==> config.mk <==
export PLATFORM = sky130hd
export DESIGN_NAME = smul_operand_sequencer
export DESIGN_NICKNAME = d
export VERILOG_FILES = /design/src/rtl/smul_operand_sequencer.sv
export SDC_FILE = /design/constraint.sdc
export NUM_CORES = 1
export LEC_CHECK = 0
export ABC_AREA = 1
export BUFFER_PORTS_ARGS = -buffer_cell sky130_fd_sc_hd__buf_2
export CORE_MARGIN = 2
export CORE_UTILIZATION = 55
export CTS_CLUSTER_SIZE = 12
export DETAILED_ROUTE_END_ITERATION = 8
export PLACE_DENSITY = 0.75
export SYNTH_ARGS = -nofsm -noshare
export SYNTH_HDL_FRONTEND = slang
export SYNTH_SLANG_ARGS = --single-unit
==> constraint.sdc <==
create_clock -name clock -period 3.77 [get_ports clock]
set_clock_uncertainty 0.1 [all_clocks]
set_input_delay 0.5655 -clock clock [delete_from_list [all_inputs] [get_ports clock]]
set_output_delay 0.5655 -clock clock [all_outputs]
set_load 0.02 [all_outputs]
==> src/rtl/smul_operand_sequencer.sv <==
// -----------------------------------------------------------------------------
// smul_operand_sequencer
//
// Front/back wrapper for the 16-bit sequential shift-add multiplier. Operand
// pairs are buffered in a small FIFO and presented to the multiplier one at a
// time. The multiplier restarts whenever its inputs change, so this block keeps
// mul_mlier/mul_mcand stable from one pop to the next. It ignores mul_valid for
// GUARD cycles after a new pair is driven, captures the product and returns it
// on a valid/ready result port. A pair that never completes is aborted after
// TIMEOUT cycles and returned with out_err=1.
//
// Parameters
//   N       operand width (product is 2N+1 bits)
//   DEPTH   input FIFO entries (power of 2, >= 2)
//   TIMEOUT max cycles spent waiting for mul_valid before aborting
//   GUARD   cycles mul_valid is ignored after a new, different pair is driven
//
// Ports
//   clock, reset            rising-edge clock, synchronous active-high reset
//   in_valid/in_ready       operand pair handshake (in_ready = ~full)
//   in_mlier/in_mcand       incoming operand pair
//   mul_mlier/mul_mcand     registered operands to the multiplier
//   mul_valid/mul_prod      multiplier result
//   out_valid/out_ready     result handshake
//   out_prod                captured product (0 when aborted)
//   out_mlier/out_mcand     operands that produced out_prod
//   out_err                 result was aborted by timeout
//   busy                    work in flight or queued
//   timeout_err             sticky: some pair timed out
//   chk_err                 sticky: product self-check mismatch
//
// Build option
//   SMUL_SEQ_CHECK_EN       when defined, every captured product is compared
//                           against a behavioural multiply; a mismatch sets
//                           chk_err. When undefined, chk_err is tied low.
// -----------------------------------------------------------------------------
module smul_operand_sequencer #(
  parameter int N       = 16,
  parameter int DEPTH   = 4,
  parameter int TIMEOUT = 40,
  parameter int GUARD   = 2
) (
  input  logic         clock,
  input  logic         reset,
  input  logic         in_valid,
  output logic         in_ready,
  input  logic [N-1:0] in_mlier,
  input  logic [N-1:0] in_mcand,
  output logic [N-1:0] mul_mlier,
  output logic [N-1:0] mul_mcand,
  input  logic         mul_valid,
  input  logic [2*N:0] mul_prod,
  output logic         out_valid,
  input  logic         out_ready,
  output logic [2*N:0] out_prod,
  output logic [N-1:0] out_mlier,
  output logic [N-1:0] out_mcand,
  output logic         out_err,
  output logic         busy,
  output logic         timeout_err,
  output logic         chk_err
);

  localparam int AW = $clog2(DEPTH);
  localparam int CW = $clog2(TIMEOUT + 1);
  localparam int GW = (GUARD > 0) ? $clog2(GUARD + 1) : 1;

  typedef enum logic [1:0] {
    S_IDLE,
    S_WAIT,
    S_HOLD
  } state_t;

  // ---------------------------------------------------------------------------
  // State
  // ---------------------------------------------------------------------------
  logic [2*N-1:0] mem_q [DEPTH];
  logic [2*N-1:0] mem_d [DEPTH];
  logic [AW:0]    wr_ptr_q, wr_ptr_d;
  logic [AW:0]    rd_ptr_q, rd_ptr_d;

  state_t         state_q, state_d;
  logic [N-1:0]   mul_mlier_q, mul_mlier_d;
  logic [N-1:0]   mul_mcand_q, mul_mcand_d;
  logic [GW-1:0]  guard_q, guard_d;
  logic [CW-1:0]  cnt_q, cnt_d;
  logic           last_ok_q, last_ok_d;

  logic           out_valid_q, out_valid_d;
  logic [2*N:0]   out_prod_q, out_prod_d;
  logic [N-1:0]   out_mlier_q, out_mlier_d;
  logic [N-1:0]   out_mcand_q, out_mcand_d;
  logic           out_err_q, out_err_d;
  logic           timeout_err_q, timeout_err_d;

  // ---------------------------------------------------------------------------
  // FIFO status and push side
  // ---------------------------------------------------------------------------
  logic           fifo_empty;
  logic           fifo_full;
  logic           push;
  logic           pop;
  logic [2*N-1:0] head;
  logic [N-1:0]   head_mlier;
  logic [N-1:0]   head_mcand;
  logic           head_repeat;

  // Extra pointer MSB distinguishes full from empty when the indices match.
  assign fifo_empty = (wr_ptr_q == rd_ptr_q);
  assign fifo_full  = (wr_ptr_q[AW] != rd_ptr_q[AW]) &&
                      (wr_ptr_q[AW-1:0] == rd_ptr_q[AW-1:0]);
  assign push       = in_valid && !fifo_full;

  assign head       = mem_q[rd_ptr_q[AW-1:0]];
  assign head_mlier = head[2*N-1:N];
  assign head_mcand = head[N-1:0];

  // A pair identical to the last successfully completed one leaves the
  // multiplier inputs unchanged, so its done state is already valid.
  assign head_repeat = last_ok_q && (head_mlier == out_mlier_q) &&
                       (head_mcand == out_mcand_q);

  always_comb begin
    // NOTE: every variable written here gets its default first, so no path can
    // leave it unassigned and infer a latch.
    mem_d    = mem_q;
    wr_ptr_d = wr_ptr_q;
    if (push) begin
      mem_d[wr_ptr_q[AW-1:0]] = {in_mlier, in_mcand};
      wr_ptr_d                = wr_ptr_q + (AW+1)'(1);
    end
  end

`ifdef SMUL_SEQ_CHECK_EN
  logic           chk_err_q, chk_err_d;
  logic [2*N-1:0] chk_prod;
  assign chk_prod = (2*N)'(mul_mlier_q) * (2*N)'(mul_mcand_q);
`endif

  // ---------------------------------------------------------------------------
  // Sequencing FSM
  // ---------------------------------------------------------------------------
  always_comb begin
    state_d       = state_q;
    rd_ptr_d      = rd_ptr_q;
    mul_mlier_d   = mul_mlier_q;
    mul_mcand_d   = mul_mcand_q;
    guard_d       = guard_q;
    cnt_d         = cnt_q;
    last_ok_d     = last_ok_q;
    out_valid_d   = out_valid_q;
    out_prod_d    = out_prod_q;
    out_mlier_d   = out_mlier_q;
    out_mcand_d   = out_mcand_q;
    out_err_d     = out_err_q;
    timeout_err_d = timeout_err_q;
    pop           = 1'b0;
`ifdef SMUL_SEQ_CHECK_EN
    chk_err_d     = chk_err_q;
`endif

    unique case (state_q)
      S_IDLE: begin
        pop = !fifo_empty;
      end

      S_WAIT: begin
        cnt_d = cnt_q + CW'(1);
        if (guard_q != '0) begin
          // The multiplier may still be flagging the previous pair's result.
          guard_d = guard_q - GW'(1);
        end else if (mul_valid) begin
          out_prod_d  = mul_prod;
          out_mlier_d = mul_mlier_q;
          out_mcand_d = mul_mcand_q;
          out_err_d   = 1'b0;
          out_valid_d = 1'b1;
          last_ok_d   = 1'b1;
          state_d     = S_HOLD;
`ifdef SMUL_SEQ_CHECK_EN
          if (mul_prod != {1'b0, chk_prod}) chk_err_d = 1'b1;
`endif
        end else if (cnt_q == CW'(TIMEOUT - 1)) begin
          out_prod_d    = '0;
          out_mlier_d   = mul_mlier_q;
          out_mcand_d   = mul_mcand_q;
          out_err_d     = 1'b1;
          out_valid_d   = 1'b1;
          timeout_err_d = 1'b1;
          last_ok_d     = 1'b0;
          state_d       = S_HOLD;
        end
      end

      S_HOLD: begin
        if (out_ready) begin
          out_valid_d = 1'b0;
          pop         = !fifo_empty;
          state_d     = S_IDLE;
        end
      end

      default: state_d = S_IDLE;
    endcase

    // Shared pop path for IDLE and the HOLD handshake: the only place the
    // multiplier operands ever change.
    if (pop) begin
      rd_ptr_d    = rd_ptr_q + (AW+1)'(1);
      mul_mlier_d = head_mlier;
      mul_mcand_d = head_mcand;
      guard_d     = head_repeat ? '0 : GW'(GUARD);
      cnt_d       = '0;
      state_d     = S_WAIT;
    end
  end

  // ---------------------------------------------------------------------------
  // Registers
  // ---------------------------------------------------------------------------
  // NOTE: FIFO storage is not reset; the pointers alone define which entries
  // are meaningful, so stale data is never observed.
  always_ff @(posedge clock) begin
    mem_q <= mem_d;
  end

  // NOTE: non-blocking assignments for all state so every flop samples the
  // pre-edge values regardless of statement order.
  always_ff @(posedge clock) begin
    if (reset) begin
      wr_ptr_q      <= '0;
      rd_ptr_q      <= '0;
      state_q       <= S_IDLE;
      mul_mlier_q   <= '0;
      mul_mcand_q   <= '0;
      guard_q       <= '0;
      cnt_q         <= '0;
      last_ok_q     <= 1'b0;
      out_valid_q   <= 1'b0;
      out_prod_q    <= '0;
      out_mlier_q   <= '0;
      out_mcand_q   <= '0;
      out_err_q     <= 1'b0;
      timeout_err_q <= 1'b0;
`ifdef SMUL_SEQ_CHECK_EN
      chk_err_q     <= 1'b0;
`endif
    end else begin
      wr_ptr_q      <= wr_ptr_d;
      rd_ptr_q      <= rd_ptr_d;
      state_q       <= state_d;
      mul_mlier_q   <= mul_mlier_d;
      mul_mcand_q   <= mul_mcand_d;
      guard_q       <= guard_d;
      cnt_q         <= cnt_d;
      last_ok_q     <= last_ok_d;
      out_valid_q   <= out_valid_d;
      out_prod_q    <= out_prod_d;
      out_mlier_q   <= out_mlier_d;
      out_mcand_q   <= out_mcand_d;
      out_err_q     <= out_err_d;
      timeout_err_q <= timeout_err_d;
`ifdef SMUL_SEQ_CHECK_EN
      chk_err_q     <= chk_err_d;
`endif
    end
  end

  // ---------------------------------------------------------------------------
  // Outputs
  // ---------------------------------------------------------------------------
  assign in_ready    = !fifo_full;
  assign mul_mlier   = mul_mlier_q;
  assign mul_mcand   = mul_mcand_q;
  assign out_valid   = out_valid_q;
  assign out_prod    = out_prod_q;
  assign out_mlier   = out_mlier_q;
  assign out_mcand   = out_mcand_q;
  assign out_err     = out_err_q;
  assign timeout_err = timeout_err_q;
  assign busy        = (state_q != S_IDLE) || !fifo_empty;

`ifdef SMUL_SEQ_CHECK_EN
  assign chk_err = chk_err_q;
`else
  assign chk_err = 1'b0;
`endif

endmodule

==> impl_metrics.csv, run 1 <==
group,metric,value,unit
run_status,status,"complete, no violations",
die,die_h,136,um
place,place_area,10600,um^2
clock_tree,worst_skew_pair.late_latency,0.52,ns
cells_and_area,nNetsFinal,1232,
hold_path,worstHoldStart,"in_mcand[3]",
synthesis,synth-seq-cells,245,
routing,drt-total-wl,22.4,mm
clock_tree,cts_buffers,26,
worst_setup_path,cp_slowest_stage_delay,0.96,ns
routing,first_iter_violations,420,
clock_tree,cts.htree.levels,1,
place,place_hpwl,13.9,mm
clock_tree,root_buffer,"clkbuf_16",
sta,setup_tns,0,ns
flow_run,max_cap_violations,0,
synthesis,syn_area,9630,um^2
global_route,gr-total-overflow,0,
clock_tree,clockBufferDepth,3,
sta,rsz0062_at_grt,"false",
synthesis,synthesis.nets,1078,
cells_and_area,design_area,11400,um^2
worst_setup_path,rrSetupSlack,1.05,ns
sta,layout_worst_path_cycle_share,0.722,
die,initial_core_util,0.560,
clock_tree,postCtsSetupBuffers,0,
worst_setup_path,cp-start-kind,"register",
place,place_congestion,0.823,
global_route,grt_pass1_wl,34.9,mm
clock_tree,clk_pin_slew,0.06,ns
clock_tree,cts_hold_buf,0,
sta,maxSlewViolCount,0,
routing,vias,7342,
global_route,grt_usage,0.240,
worst_setup_path,cp_num_buf_inv,1,
pwr,powerDensity,737,nW/um^2
worst_setup_path,reg2reg_from,"rd_ptr_q[1]$_SDFFE_PP0P_",
worst_setup_path,crit_family,"simple AND/OR/NAND/NOR gates",
global_route,grt_pass1_vias,6898,
worst_setup_path,crit_top_cell,"nand2_1",
sta,period_needed,2.72,ns
routing,drc,0,
pwr,ir_drop,475,uV
worst_setup_path,worst_setup_path_end_kind,"register",
routing,ant_nets,0,
routing,wl_per_cell,16.0,um
synthesis,yosysSeqAreaShare,0.643,
worst_setup_path,crit_arrival,2.75,ns
worst_setup_path,rr_worst_depth,6,
synthesis,ys_warn_count,0,
hold_path,worstHoldEndpoint,"mem_q[67]$_DFFE_PP_",
pwr,p_leak,4.75,nW
hold_path,hold_path_class,"in -> reg",
routing,routed_via_density,5.24,
synthesis,syn_area_per_cell,9.62,um^2
clock_tree,cts_sinks,245,
global_route,met1_usage,0.326,
global_route,top_usage_layer,"met2",
global_route,grt_start_max_net_pins,71,
sta,fmax,367,MHz
cells_and_area,synthToLayoutAreaGrowth,18.0,%
worst_setup_path,cp.required,3.79,ns
synthesis,synthCells,1001,
global_route,use_met3,0.0433,
worst_setup_path,critPathSlowestCell,"nor2_4",
die,core,17200,um^2
worst_setup_path,reg2reg_to,"mem_q[92]$_DFFE_PP_",
worst_setup_path,crit_path_max_fanout,32,
die,die_area,18600,um^2
cells_and_area,drive_gt1_frac,0.191,
sta,slew_headroom,0.237,
die,fp.dieW,136,um
clock_tree,cts_resized,0,
worst_setup_path,criticalPathCategory,"reg -> reg",
global_route,antenna_found_initial,1,
clock_tree,tritoncts,"built",
die,pin_count,173,
sta,setup_viol,0,
place,portBuffers,171,
hold_path,whs_path_depth,1,
worst_setup_path,path_cells,"inv_2 > nand2_1 > nand2_1 > nand4_1 > nand2_1 > nor2_4",
global_route,met2_usage,0.402,
sta,tightest_slew,1.14,ns
synthesis,synth_cell_types,26,
die,row_count,48,
sta,hold_violations,0,
routing,first_pass_iters,5,
==> synthesized netlist by cell type (all sizes together) <==
master  count  area (um^2)
a21oi     102          510
buf        38          240
clkbuf     15         56.3
conb        1         3.75
dfxtp     117         2340
edfxtp    128         3840
ha          7         87.6
inv        47          179
nand2     305         1150
nand3      89          445
nand3b      3         22.5
nand4       3         18.8
nor2       54          205
nor3        1         5.00
nor3b       1         7.51
o21a        1         7.51
o21ai      73          365
o21bai      1         7.51
xnor2       3         26.3
xor2       12          105
==> state kept, by name, indices dropped and copies added, names as in the netlist, 3 cells and up <==
register / flops
cnt_q: 6
mem_q: 128
mul_mcand: 16
mul_mlier: 16
out_mcand: 16
out_mlier: 16
out_prod: 33
rd_ptr_q: 3
wr_ptr_q: 3
==> power by group <==
| part | total (W) | internal, W | switching, W | leakage (nW) |
|---|---|---|---|---|
| logic | 0.00257 | 0.000770 | 0.00180 | 2.23 |
| registers | 0.00344 | 0.00319 | 0.000250 | 2.13 |
| clock network | 0.00236 | 0.00139 | 0.000969 | 0.386 |
| total | 0.00837 | 0.00535 | 0.00302 | 4.75 |
==> worst max path at each step <==
stage / start / endpoint / slack [ns] / depth (start not counted)
detailed placement: rd_ptr_q[1]$_SDFFE_PP0P_ / mem_q[82]$_DFFE_PP_ / 1.07 / 6
CTS: rd_ptr_q[1]$_SDFFE_PP0P_ / mem_q[80]$_DFFE_PP_ / 1.03 / 6
global route: rd_ptr_q[1]$_SDFFE_PP0P_ / wr_ptr_q[2]$_SDFFE_PP0P_ / 0.74 / 8
floorplan: rd_ptr_q[1]$_SDFFE_PP0P_ / mem_q[0]$_DFFE_PP_ / 0.76 / 7
finish: rd_ptr_q[1]$_SDFFE_PP0P_ / mem_q[92]$_DFFE_PP_ / 1.05 / 6
global placement: rd_ptr_q[1]$_SDFFE_PP0P_ / mem_q[84]$_DFFE_PP_ / 1.16 / 6
==> cell type report <==
cell class              count  area [um^2]
clock inverters             4         22.5
well taps                 225          282
fillers                  1397         5820
repair buffers            179          916
diodes                      1         2.50
multi-input cells         656         3000
flip-flops and latches    245         6190
inverters                  47          179
clock buffers              44          773
==> worst register-to-register path, stage by stage, from the launching register on <==
cell	delay (ns)
dfxtp_1	0.62
inv_2	0.08
nand2_1	0.07
nand2_1	0.06
nand4_1	0.11
nand2_1	0.29
nor2_4	0.97
==> cell families after synthesis <==
| group | after synthesis | synth area share |
|---|---|---|
| and+or+nand+nor | 456 | 0.192 |
| adders and majority gates | 7 | 0.00910 |
| AOI/OAI and AO/OA | 177 | 0.0925 |
| xor gates and xnor gates | 15 | 0.0136 |
| DFF | 245 | 0.643 |
| other | 1 | 0.000390 |
| buffers and inverters | 100 | 0.0494 |
==> stage by stage <==
step / utilization / hold WS (ns) / instances / power, W / setup WS, ns
3_3_place_gp: 0.615 / 0.344 / 1352 / 0.00600 / 1.16
3_5_place_dp: 0.615 / 0.349 / 1352 / 0.00605 / 1.07
4_1_cts: 0.661 / 0.146 / 1400 / 0.00842 / 1.03
6_report: 0.661 / 0.162 / 1401 / 0.00837 / 1.05
5_1_grt: 0.661 / 0.151 / 1400 / 0.00886 / 0.737
2_1_floorplan: - / 0.340 / 1001 / 0.00532 / 0.763
==> placed cells by master, fill, tap and decap left out, drive strengths merged <==
master,Yosys,layout
o21a,1,1
o21bai,1,1
xnor2,3,3
clkinv,0,3
xor2,12,12
buf,38,179
nand3b,3,3
nand4,3,3
inv,47,47
dfxtp,117,117
nor2,54,54
diode,0,1
edfxtp,128,128
a21oi,102,102
nor3,1,1
nand3,89,89
conb,1,1
ha,7,7
clkinvlp,0,1
nor3b,1,1
nand2,305,305
o21ai,73,73
clkbuf,15,44
==> per-layer routing <==
| layer | vias up | share of wire |
|---|---|---|
| met5 | - | 0 |
| met4 | 0 | 0.015 |
| met3 | 34 | 0.065 |
| met2 | 244 | 0.48 |
| met1 | 3395 | 0.43 |
| li1 | 3669 | - |
(Power assumes the default switching activity.)
==> run 2, diff against run 1 <==
ABC_AREA = 0   (was 1)
CORE_UTILIZATION = 50   (was 55)
PLACE_DENSITY = 0.72   (was 0.75)
clock period = 2.4 ns   (was 3.77 ns; I/O delays follow)
==> run 2 against run 1 <==
  * Worst setup slack worse by 1.0 ns
  * Fmax is 16% higher
  * Count of clock-buffer cells in the layout is 1 lower
  * Synthesized cell count is 24% lower
  * Critical endpoint is now guard_q[1]$_SDFFE_PP0P_
==> impl_metrics.csv, run 2 <==
group,metric,value,unit
flow_run,max_cap_violations,0,
sta,fmax,426,MHz
cells_and_area,drive_gt1_frac,0.271,
die,die_h,141,um
pwr,powerDensity,1050,nW/um^2
die,pin_count,173,
cells_and_area,largest_register,"mem_q",
routing,drt-total-wl,23.2,mm
worst_setup_path,cp.required,2.71,ns
global_route,grt_pass1_wl,35.4,mm
synthesis,syn_area_per_cell,12.4,um^2
hold_path,worstHoldStart,"mul_prod[0]",
synthesis,synth_cell_types,45,
synthesis,syn_area,9440,um^2
routing,first_pass_iters,6,
die,fp.dieW,141,um
sta,setup_viol,0,
pwr,ir_drop,689,uV
die,die_area,20000,um^2
run_status,status,"complete, no violations",
synthesis,yosysSeqAreaShare,0.655,
synthesis,synthCells,763,
routing,drc,0,
sta,maxSlewViolCount,0,
worst_setup_path,worst_setup_path_end_kind,"register",
synthesis,netlist_top_cells_area,"edfxtp_1 41%, dfxtp_1 25%, mux4_2 5.2%, nand2_1 5.2%, a21oi_1 4.3%",
synthesis,synth-seq-cells,245,
hold_path,worstHoldEndpoint,"out_prod[0]$_SDFFE_PP0P_",
die,initial_core_util,0.507,
worst_setup_path,reg2reg_from,"rd_ptr_q[0]$_SDFFE_PP0P_",
die,core,18600,um^2
cells_and_area,synthToLayoutAreaGrowth,29.7,%
global_route,gr-total-overflow,0,
routing,first_iter_violations,470,
cells_and_area,final_cell_mix,"170 x buf_2, 130 x nand2_1, 128 x edfxtp_1",
sta,hold_violations,0,
synthesis,synthArstFlopShare,0,
global_route,grt_pass1_vias,6537,
cells_and_area,largest_reg_flops,128,
worst_setup_path,crit_path_max_fanout,5,
routing,ant_nets,0,
routing,routed_via_density,5.38,
global_route,grt_usage,0.226,
sta,slew_headroom,0.652,
routing,wl_per_cell,18.4,um
cells_and_area,num_antenna_cells,0,
clock_tree,tritoncts,"built",
worst_setup_path,criticalPathCategory,"reg -> reg",
global_route,antenna_found_initial,0,
clock_tree,cts.htree.levels,1,
worst_setup_path,reg2reg_to,"guard_q[1]$_SDFFE_PP0P_",
clock_tree,cts_buffers,26,
sta,period_needed,2.35,ns
clock_tree,worst_skew_pair.late_latency,0.53,ns
clock_tree,clockBufferDepth,3,
hold_path,whs_path_depth,3,
place,place_congestion,0.815,
pwr,finalPower,0.0129,W
sta,setup_tns,0,ns
worst_setup_path,rrSetupSlack,0.05,ns
worst_setup_path,crit_arrival,2.66,ns
synthesis,synth_edf_count,128,
synthesis,synth_top_area_frac,0.407,
global_route,grt_start_max_net_pins,49,
sta,layout_worst_path_cycle_share,0.979,
cells_and_area,fillCellCount,1377,
worst_setup_path,rr_worst_depth,6,
clock_tree,clk_pin_slew,0.06,ns
routing,vias,6764,
synthesis,synthesis.nets,840,
sta,tightest_slew,0.522,ns
clock_tree,cts_sinks,245,
cells_and_area,final_common_cell,"buf_2",
synthesis,yosys.area.top_type,"edfxtp_1",
worst_setup_path,cp-start-kind,"register",
pwr,p_leak,4.68,nW
place,portBuffers,171,
sta,rsz0062_at_grt,"true",
synthesis,synth_most_common_cell,"nand2_1",
place,place_hpwl,14.5,mm
synthesis,netlist_top_cells_count,"130 x nand2_1, 128 x edfxtp_1, 117 x dfxtp_1, 81 x a21oi_1, 57 x nor2_1",
hold_path,hold_path_class,"in -> reg",
synthesis,ys_dominant_reg_cell,"edfxtp_1",
clock_tree,root_buffer,"clkbuf_16",
die,row_count,50,
cells_and_area,nNetsFinal,1080,
synthesis,ys_warn_count,0,
[run 2: critical path: stages (launching register included)]
cell     delay [ns]
dfxtp_4        0.40
buf_6          0.13
mux4_2         0.53
xor2_1         0.16
or4_4          0.55
nor4_4         0.27
a31oi_1        0.09
[run 2: cell type report]
type	count	area, um^2	area share
multi-input cells	463	3070	0.251
repair buffers	261	1830	0.149
clock buffers	43	781	0.0637
inverters	6	22.5	0.00184
well taps	234	293	0.0239
clock inverters	5	61.3	0.00500
flip-flops and latches	245	6190	0.506
[run 2: per-stage QoR]
step	hold WS [ns]	instances	utilization	area (um^2)	setup slack [ns]
3_3_place_gp	0.343	1145	0.573	10700	-0.0192
5_1_grt	0.0169	1257	0.657	12300	-0.0495
3_5_place_dp	0.346	1145	0.573	10700	-0.0424
4_1_cts	0.000497	1255	0.654	12200	0.00659
2_1_floorplan	0.351	763	-	9450	0.0487
6_report	0.000690	1257	0.657	12300	0.0499
[run 2: per-layer routing]
metal	share of wire	wire length, um	global-route usage
met5	0	0	0
met4	0.018	425	0.0611
met3	0.069	1590	0.0368
met2	0.49	11300	0.394
met1	0.42	9830	0.297
[run 2: where the power goes]
part           internal (W)  switching [W]
registers           0.00491       0.000339
clock network       0.00232        0.00156
logic               0.00153        0.00225
total               0.00877        0.00415
[run 2: worst max path at each step]
stage / cells past startpoint / startpoint / to / slack (ns)
6_report: 6 / rd_ptr_q[0]$_SDFFE_PP0P_ / guard_q[1]$_SDFFE_PP0P_ / 0.05
5_1_grt: 7 / rd_ptr_q[0]$_SDFFE_PP0P_ / guard_q[1]$_SDFFE_PP0P_ / -0.05
4_1_cts: 6 / rd_ptr_q[0]$_SDFFE_PP0P_ / guard_q[1]$_SDFFE_PP0P_ / 0.007
3_5_place_dp: 6 / rd_ptr_q[0]$_SDFFE_PP0P_ / guard_q[1]$_SDFFE_PP0P_ / -0.04
3_3_place_gp: 6 / rd_ptr_q[0]$_SDFFE_PP0P_ / guard_q[1]$_SDFFE_PP0P_ / -0.02
2_1_floorplan: 6 / rd_ptr_q[0]$_SDFFE_PP0P_ / mem_q[0]$_DFFE_PP_ / 0.05
[run 2: what timing repair did]
item,CTS,global route
hold buffers,60,0
endpoints found under the setup margin,2,2
buffers inserted,2,2
hold endpoints to repair,156,0
gates resized for setup,13,9
pin swaps,3,2
[run 2: cell families after synthesis]
family | synth area share
XOR/XNOR | 0.0362
adder cells (fa/ha/maj) | 0.00927
multiplexers | 0.0825
other | 0.000397
flip-flops | 0.655
AO/OA/AOI/OAI | 0.0866
AND/OR/NAND/NOR | 0.104
buffers and inverters | 0.0262
